$ cat src/rtl/uart_block_tx.sv
// Transmits a 64-bit block as eight UART frames, MSB byte first, each byte LSB first.
// Optional build macro UART_TX_TWO_STOP_EN extends each frame to two stop bits.
module uart_block_tx #(
   parameter int unsigned CLKS_PER_BIT = 434
) (
   input  logic        clk,
   input  logic        rst,
   input  logic        parity_en,
   input  logic        parity_kind,
   input  logic [64:1] data,
   input  logic        load,
   output logic        txd,
   output logic        busy,
   output logic        ft
);

`ifdef UART_TX_TWO_STOP_EN
   localparam int unsigned STOP_CLKS = 2 * CLKS_PER_BIT;
`else
   localparam int unsigned STOP_CLKS = CLKS_PER_BIT;
`endif
   localparam int unsigned BAUD_W = $clog2(STOP_CLKS);
   localparam logic [BAUD_W-1:0] BAUD_LAST = BAUD_W'(CLKS_PER_BIT - 1);
   localparam logic [BAUD_W-1:0] STOP_LAST = BAUD_W'(STOP_CLKS - 1);

   localparam logic [2:0] S_IDLE   = 3'd0;
   localparam logic [2:0] S_START  = 3'd1;
   localparam logic [2:0] S_DATA   = 3'd2;
   localparam logic [2:0] S_PARITY = 3'd3;
   localparam logic [2:0] S_STOP   = 3'd4;

   logic [2:0]        r_state;
   logic [BAUD_W-1:0] r_baud;
   logic [2:0]        r_bit;
   logic [2:0]        r_byte;
   logic [64:1]       r_data;
   logic              r_par_en;
   logic              r_par_kind;
   logic              r_txd;
   logic              r_ft;

   logic [7:0]        w_byte;
   logic              w_bit_end;
   logic              w_stop_end;
   logic [2:0]        w_bit_nxt;
   logic              w_parity;

   // The byte on the wire always sits in the top of r_data; it shifts up after each stop.
   assign w_byte     = r_data[64:57];
   assign w_bit_end  = (r_baud == BAUD_LAST);
   assign w_stop_end = (r_baud == STOP_LAST);
   assign w_bit_nxt  = r_bit + 3'd1;
   assign w_parity   = (^w_byte) ^ r_par_kind;

   always_ff @(posedge clk) begin
      if (rst) begin
         r_state    <= S_IDLE;
         r_baud     <= '0;
         r_bit      <= '0;
         r_byte     <= '0;
         r_data     <= '0;
         r_par_en   <= 1'b0;
         r_par_kind <= 1'b0;
         r_txd      <= 1'b1;
         r_ft       <= 1'b0;
      end else begin
         r_ft <= 1'b0;
         case (r_state)
            S_IDLE: begin
               r_txd <= 1'b1;
               if (load) begin
                  r_data     <= data;
                  r_par_en   <= parity_en;
                  r_par_kind <= parity_kind;
                  r_baud     <= '0;
                  r_bit      <= '0;
                  r_byte     <= '0;
                  r_txd      <= 1'b0;
                  r_state    <= S_START;
               end
            end
            S_START: begin
               if (w_bit_end) begin
                  r_baud  <= '0;
                  r_txd   <= w_byte[0];
                  r_state <= S_DATA;
               end else begin
                  r_baud <= r_baud + BAUD_W'(1);
               end
            end
            S_DATA: begin
               if (w_bit_end) begin
                  r_baud <= '0;
                  if (r_bit == 3'd7) begin
                     r_bit <= '0;
                     if (r_par_en) begin
                        r_txd   <= w_parity;
                        r_state <= S_PARITY;
                     end else begin
                        r_txd   <= 1'b1;
                        r_state <= S_STOP;
                     end
                  end else begin
                     r_bit <= w_bit_nxt;
                     r_txd <= w_byte[w_bit_nxt];
                  end
               end else begin
                  r_baud <= r_baud + BAUD_W'(1);
               end
            end
            S_PARITY: begin
               if (w_bit_end) begin
                  r_baud  <= '0;
                  r_txd   <= 1'b1;
                  r_state <= S_STOP;
               end else begin
                  r_baud <= r_baud + BAUD_W'(1);
               end
            end
            S_STOP: begin
               if (w_stop_end) begin
                  r_baud <= '0;
                  if (r_byte == 3'd7) begin
                     r_byte  <= '0;
                     r_txd   <= 1'b1;
                     r_ft    <= 1'b1;
                     r_state <= S_IDLE;
                  end else begin
                     r_byte  <= r_byte + 3'd1;
                     r_data  <= {r_data[56:1], 8'h00};
                     r_txd   <= 1'b0;
                     r_state <= S_START;
                  end
               end else begin
                  r_baud <= r_baud + BAUD_W'(1);
               end
            end
            default: begin
               r_txd   <= 1'b1;
               r_state <= S_IDLE;
            end
         endcase
      end
   end

   assign txd  = r_txd;
   assign busy = (r_state != S_IDLE);
   assign ft   = r_ft;

endmodule

$ cat config.mk
export PLATFORM = sky130hd
export DESIGN_NAME = uart_block_tx
export DESIGN_NICKNAME = d
export VERILOG_FILES = /design/src/rtl/uart_block_tx.sv
export SDC_FILE = /design/constraint.sdc
export NUM_CORES = 1
export LEC_CHECK = 0
export ABC_AREA = 1
export CORE_MARGIN = 2
export CORE_UTILIZATION = 23
export CTS_CLUSTER_DIAMETER = 30
export CTS_CLUSTER_SIZE = 24
export DETAILED_ROUTE_END_ITERATION = 8
export HOLD_SLACK_MARGIN = 0.06
export PLACE_DENSITY_LB_ADDON = 0.05
export SLEW_MARGIN = 20
export SYNTH_ARGS = -nofsm -noshare
export SYNTH_HDL_FRONTEND = slang
export SYNTH_SLANG_ARGS = --single-unit
$ cat constraint.sdc
create_clock -name clk -period 2.3 [get_ports clk]
set_clock_uncertainty 0.1 [all_clocks]
set_input_delay 0.69 -clock clk [delete_from_list [all_inputs] [get_ports clk]]
set_output_delay 0.69 -clock clk [all_outputs]
set_load 0.05 [all_outputs]
==> impl_metrics.ini, run 1 <==
[run_status]
status = complete, no violations

[grt]
antenna_found_initial = 0
grt_pass1_vias = 4266
grt_overflow = 0
grt_pass1_wl_um = 21500
grt_start_max_net_pins = 45
track_usage_pct = 13.5

[finish]
finalNonFillerCells = 962
nFillCells = 2013
syn_to_final_growth_pct = 30.2
fin_nets = 803
drive_above_1_share_pct = 6.00
mostFrequentLayoutCell = nand2_1
final_core_util_pct = 30.8
final_cell_mix = nand2_1 (287), dfxtp_1 (86), a21oi_1 (76), nand3_1 (74), clkdlybuf4s50_1 (67)
diodes = 0

[synth]
synth-seq-area-share_pct = 40.2
synth_nets = 744
postSynthAreaPerCell_sq_um = 6.41
yosysTopAreaCell = dfxtp_1
ys_top_cells_by_area = dfxtp_1 (40%), nand2_1 (25%), a21oi_1 (8.9%)
yosys_register_bits = 86
synth_top_area_share_pct = 40.2
synth_cells = 669
ys_warn_count = 0
syn_area_sq_mm = 0.00429
synth_cell_types = 22

[routing]
wirelength_um = 12800
wl_per_cell_um = 13.3
first_iter_violations = 299
ant_nets = 0
viasPerCell = 4.49
dr_total_vias = 4322
dr.pass1.iters = 6
drc = 0

[sta]
rsz0062_at_grt = no
setup_ws_ps = 187
fin_crit_sh_pct = 91.9
worst_pin_slew_ps = 510
hold_viol_final = 0
finalSetupViolCount = 0
setup_tns_ps = 0
fin_crit_ps = 2110
slew_violations = 0
slew_headroom_pct = 66.0
fmax_mhz = 473

[worst_setup_path]
crit_fanout = 5
ff2ff_path_depth = 8
cpPeakStageDelay_ps = 340
cp_cell_sequence = nor2_1, nand2_1, buf_12
end_kind = output port
crit_buf_inv = 1
arrival_ps = 1320
cp_data_required_time_ps = 1510
cp_slowest_cell = dfxtp_1
criticalPathCategory = flop to output port
crit_family = simple AND/OR/NAND/NOR gates
start_kind = flop
path_depth = 3

[job]
drv_cap = 0

[place]
dp_slack_ps = -78.9
portBuffers = 71
dpl.hpwl_um = 8770
gp_congestion = 0.748
place_inst = 946

[clock_network]
cts_tree = yes
cts_buffers = 9
postCtsSetupRepairBufs = 0
cts-resized-gates = 0
cts_max_path_buffers = 2
clock-root-buffer = clkbuf_16
cts.sinks = 86
ctsHoldBuffers = 0
path_clk_slew_ps = 60
worstSkewPairLatency_ps = 340
cts.htree.levels = 3

[floorplan]
dieArea_sq_mm = 0.0197
design.core.area_sq_mm = 0.0181
io_pins = 72
dieHeight_um = 141
rows = 49
die_w_um = 141
start_util_pct = 23.6

[power]
p_leak_nw = 2.35
cellPowerDensity_mw_per_mm2 = 1010
peakVddDrop_mv = 0.416
power_w = 0.00564

[min_path]
hold_depth = 2
hp-class = flop to flop
-- state kept, by name, summed over array words and instances, names as in the netlist --
name and cells:
r_bit 3, r_baud 9, r_data 64, r_par_kind 1, r_byte 3, txd 1
r_state 3, ft 1, r_par_en 1
-- path summary, 6_finish.rpt --
path / start / to / slack, ps
max: r_state[0] / busy / 190
min: r_data[56] / r_data[56] / 360
max reg2reg: r_baud[0] / r_data[14] / 300
min reg2reg: r_data[56] / r_data[56] / 360
-- kinds of logic (layout without fill, tap and decap cells) --
kind of cell / count (synthesis) / after routing / synth area share (%)
simple gates: 400 / 400 / 37.8
fa+ha+maj: 6 / 6 / 1.75
compound gates: 95 / 95 / 11.6
xor+xnor: 6 / 6 / 1.23
flops: 86 / 86 / 40.2
buf+inv: 76 / 140 / 7.42
-- through the flow --
step / hold slack, ps / area [sq um]
3_3_place_gp: 349 / 5260
5_1_grt: 378 / 5580
3_5_place_dp: 353 / 5260
4_1_cts: 363 / 5580
2_1_floorplan: 340 / 4290
6_report: 360 / 5580
-- synthesized netlist by cell type, drive strengths merged --
library cell,n
nor3,6
o21ai,15
nand3,74
xor2,3
nand2,290
buf,24
xnor2,3
nand4,3
a211oi,2
nor2,27
inv,37
a2bb2oi,1
a21oi,77
dfxtp,86
clkbuf,15
ha,6
-- final cells by class --
type                            count  area, sq um  share of cell area (%)
Tap cell                          229          287                    5.13
Sequential cell                    86         1720                    30.9
Multi-Input combinational cell    507         2250                    40.3
Clock buffer                       12          246                    4.42
Clock inverter                      4         70.1                    1.26
Timing Repair Buffer               87          868                    15.6
Inverter                           37          139                    2.49
-- worst register-to-register path: stages (launching register included) --
cell	delay, ps
dfxtp_1	410
ha_1	180
nand4_1	100
nor2_2	190
inv_1	140
o21ai_4	220
buf_12	230
nand3_1	170
a21oi_1	190
-- report_power, final --
part	leakage [nW]	switching (W)	total [W]	internal (W)
clock	0.157	0.000609	0.00159	0.000979
combinational	1.49	0.00122	0.00200	0.000781
sequential	0.704	0.000224	0.00205	0.00183
-- routing by layer --
layer	GRT usage, %	part of all wire, %
met1	17.9	49
met2	22.2	47
met3	3.38	3.5
met4	3.11	0.66
met5	0	0
Power figures use the tool's default switching activity.
==> run 2: changes to the inputs <==
--- a/constraint.sdc
+++ b/constraint.sdc
@@ -4,2 +4,2 @@
 set_output_delay 0.69 -clock clk [all_outputs]
-set_load 0.05 [all_outputs]
+set_load 0.02 [all_outputs]
==> run 2 against run 1 <==
Compared with the run above:
- utilization down 0.28 points
- flip-flop and latch count unchanged
- combinational power decreased by 3%
- routed wire length fell by 1.1%
- sequential share of layout area grew 0.28 points
- register-to-register slack hardly changed
- hold slack about the same
- die area did not move
- maximum frequency rose by 0.77%
- critical path depth did not move
- non-clock buffer count grew 1
- clock power fell by 15%
- critical endpoint unchanged
- largest cell class unchanged
==> impl_metrics.ini, run 2 (same netlist as run 1, synthesis figures left out) <==
[worst_setup_path]
crit_fanout = 5
end_kind = output port
r2r_start = r_baud[0]
criticalPathCategory = flop to output port
r2r_setup_slack_ps = 300
crit_family = flip-flops
arrival_ps = 1310
start_kind = flop
cp_cell_sequence = nor2_2, nand2_1, dlygate4sd2_1
ff2ff_path_depth = 9
cp-startpoint = r_state[0]
cp_slowest_cell = dfxtp_1
cpPeakStageDelay_ps = 360
timing.rr.end = r_byte[1]
crit_buf_inv = 1
cp_data_required_time_ps = 1510

[sta]
rsz0062_at_grt = no
setup_ws_ps = 203
fin_crit_sh_pct = 91.2
slew_violations = 0
holdWs_ps = 360
setup_tns_ps = 0
fmax_mhz = 477
fin_crit_ps = 2100
slew_headroom_pct = 66.8
finalSetupViolCount = 0
worst_pin_slew_ps = 499
hold_viol_final = 0

[finish]
largest_register = r_data
final_cell_mix = nand2_1 (287), dfxtp_1 (86), a21oi_1 (76), nand3_1 (74), clkdlybuf4s50_1 (69)
fin_nets = 804
nFillCells = 2034
drive_above_1_share_pct = 5.45
syn_to_final_growth_pct = 29.1
mostFrequentLayoutCell = nand2_1
largest_register_ffs = 64
reg.largest.list = r_data: 64 flops, r_baud: 9 flops
diodes = 0

[routing]
dr.pass1.iters = 5
viasPerCell = 4.41
wirelength_um = 12700
first_iter_violations = 245
drc = 0
ant_nets = 0
wl_per_cell_um = 13.2
dr_total_vias = 4249

[job]
drv_cap = 0

[grt]
grt_pass1_wl_um = 21700
grt_start_max_net_pins = 45
grt_overflow = 0
grt_pass1_vias = 4293
antenna_found_initial = 0
track_usage_pct = 13.6

[clock_network]
postCtsSetupRepairBufs = 0
path_clk_slew_ps = 60
clock-root-buffer = clkbuf_16
cts_buffers = 9
ctsHoldBuffers = 0
cts.htree.levels = 3
worstSkewPairLatency_ps = 340
cts_max_path_buffers = 2
cts_tree = yes
cts.sinks = 86

[place]
dpl.hpwl_um = 8780
portBuffers = 71
gp_congestion = 0.725
dp_slack_ps = -68.6

[floorplan]
design.core.area_sq_mm = 0.0181
start_util_pct = 23.6
die_w_um = 141
rows = 49
dieArea_sq_mm = 0.0197
dieHeight_um = 141
io_pins = 72

[min_path]
holdPathEnd = r_data[7]
hp-class = flop to flop
worstHoldStart = r_data[7]
hold_depth = 2

[power]
cellPowerDensity_mw_per_mm2 = 964
peakVddDrop_mv = 0.477
p_leak_nw = 2.33

[run_status]
status = complete, no violations
## run 2: how the worst max path moves through the flow
stage / to / slack (ps) / depth (start not counted)
after floorplan: r_data[60] / 600 / 9
after global placement: r_baud[5] / -60 / 9
after detailed placement: r_baud[5] / -70 / 9
after CTS: busy / 130 / 3
after global routing: r_data[49] / 20 / 8
final: busy / 200 / 3
## run 2: where the power goes
| part | switching [W] | leakage, nW | internal [W] | total [W] |
|---|---|---|---|---|
| clock | 0.000587 | 0.128 | 0.000763 | 0.00135 |
| sequential | 0.000226 | 0.704 | 0.00183 | 0.00205 |
| combinational | 0.00116 | 1.49 | 0.000769 | 0.00193 |
## run 2: repair_timing
action	CTS	global route
gates cloned	0	0
pin swaps	0	0
gates resized for setup	1	1
endpoints found under the setup margin	1	1
## run 2: area by class of cell
| type | instances | area [sq um] | share of cell area [%] |
|---|---|---|---|
| clock buffers | 15 | 258 | 4.66 |
| clock inverters | 1 | 5.00 | 0.0905 |
| inverters | 37 | 139 | 2.51 |
| multi-input cells | 507 | 2250 | 40.7 |
| flip-flops and latches | 86 | 1720 | 31.1 |
| well taps | 229 | 287 | 5.18 |
| repair buffers | 88 | 870 | 15.7 |
## run 2: per-layer routing
metal	share of wire [%]	vias up	wire length (um)	global-route usage, %
met1	48	1931	6080	17.7
met5	0	-	0	0
met2	47	55	5980	22.5
li1	-	2253	-	-
met4	1.3	0	167	3.32
met3	3.5	10	441	3.76
## run 2: stage by stage
stage	cell area, sq um	utilization (%)	power, W	cells
after detailed placement	5270	29.0	0.00405	947
after CTS	5530	30.5	0.00543	963
after global placement	5270	29.0	0.00404	947
after floorplan	4290	-	0.00335	669
after global routing	5530	30.5	0.00580	963
final	5530	30.5	0.00533	963
## run 2: worst register-to-register path, cell delays in order (launching register included)
cell and delay (ps):
dfxtp_1 420, ha_1 200, nand4_1 110, nor2_2 200, inv_1 140, o21ai_4 220, buf_12 230, inv_1 100
a21oi_1 120, nor2_1 50
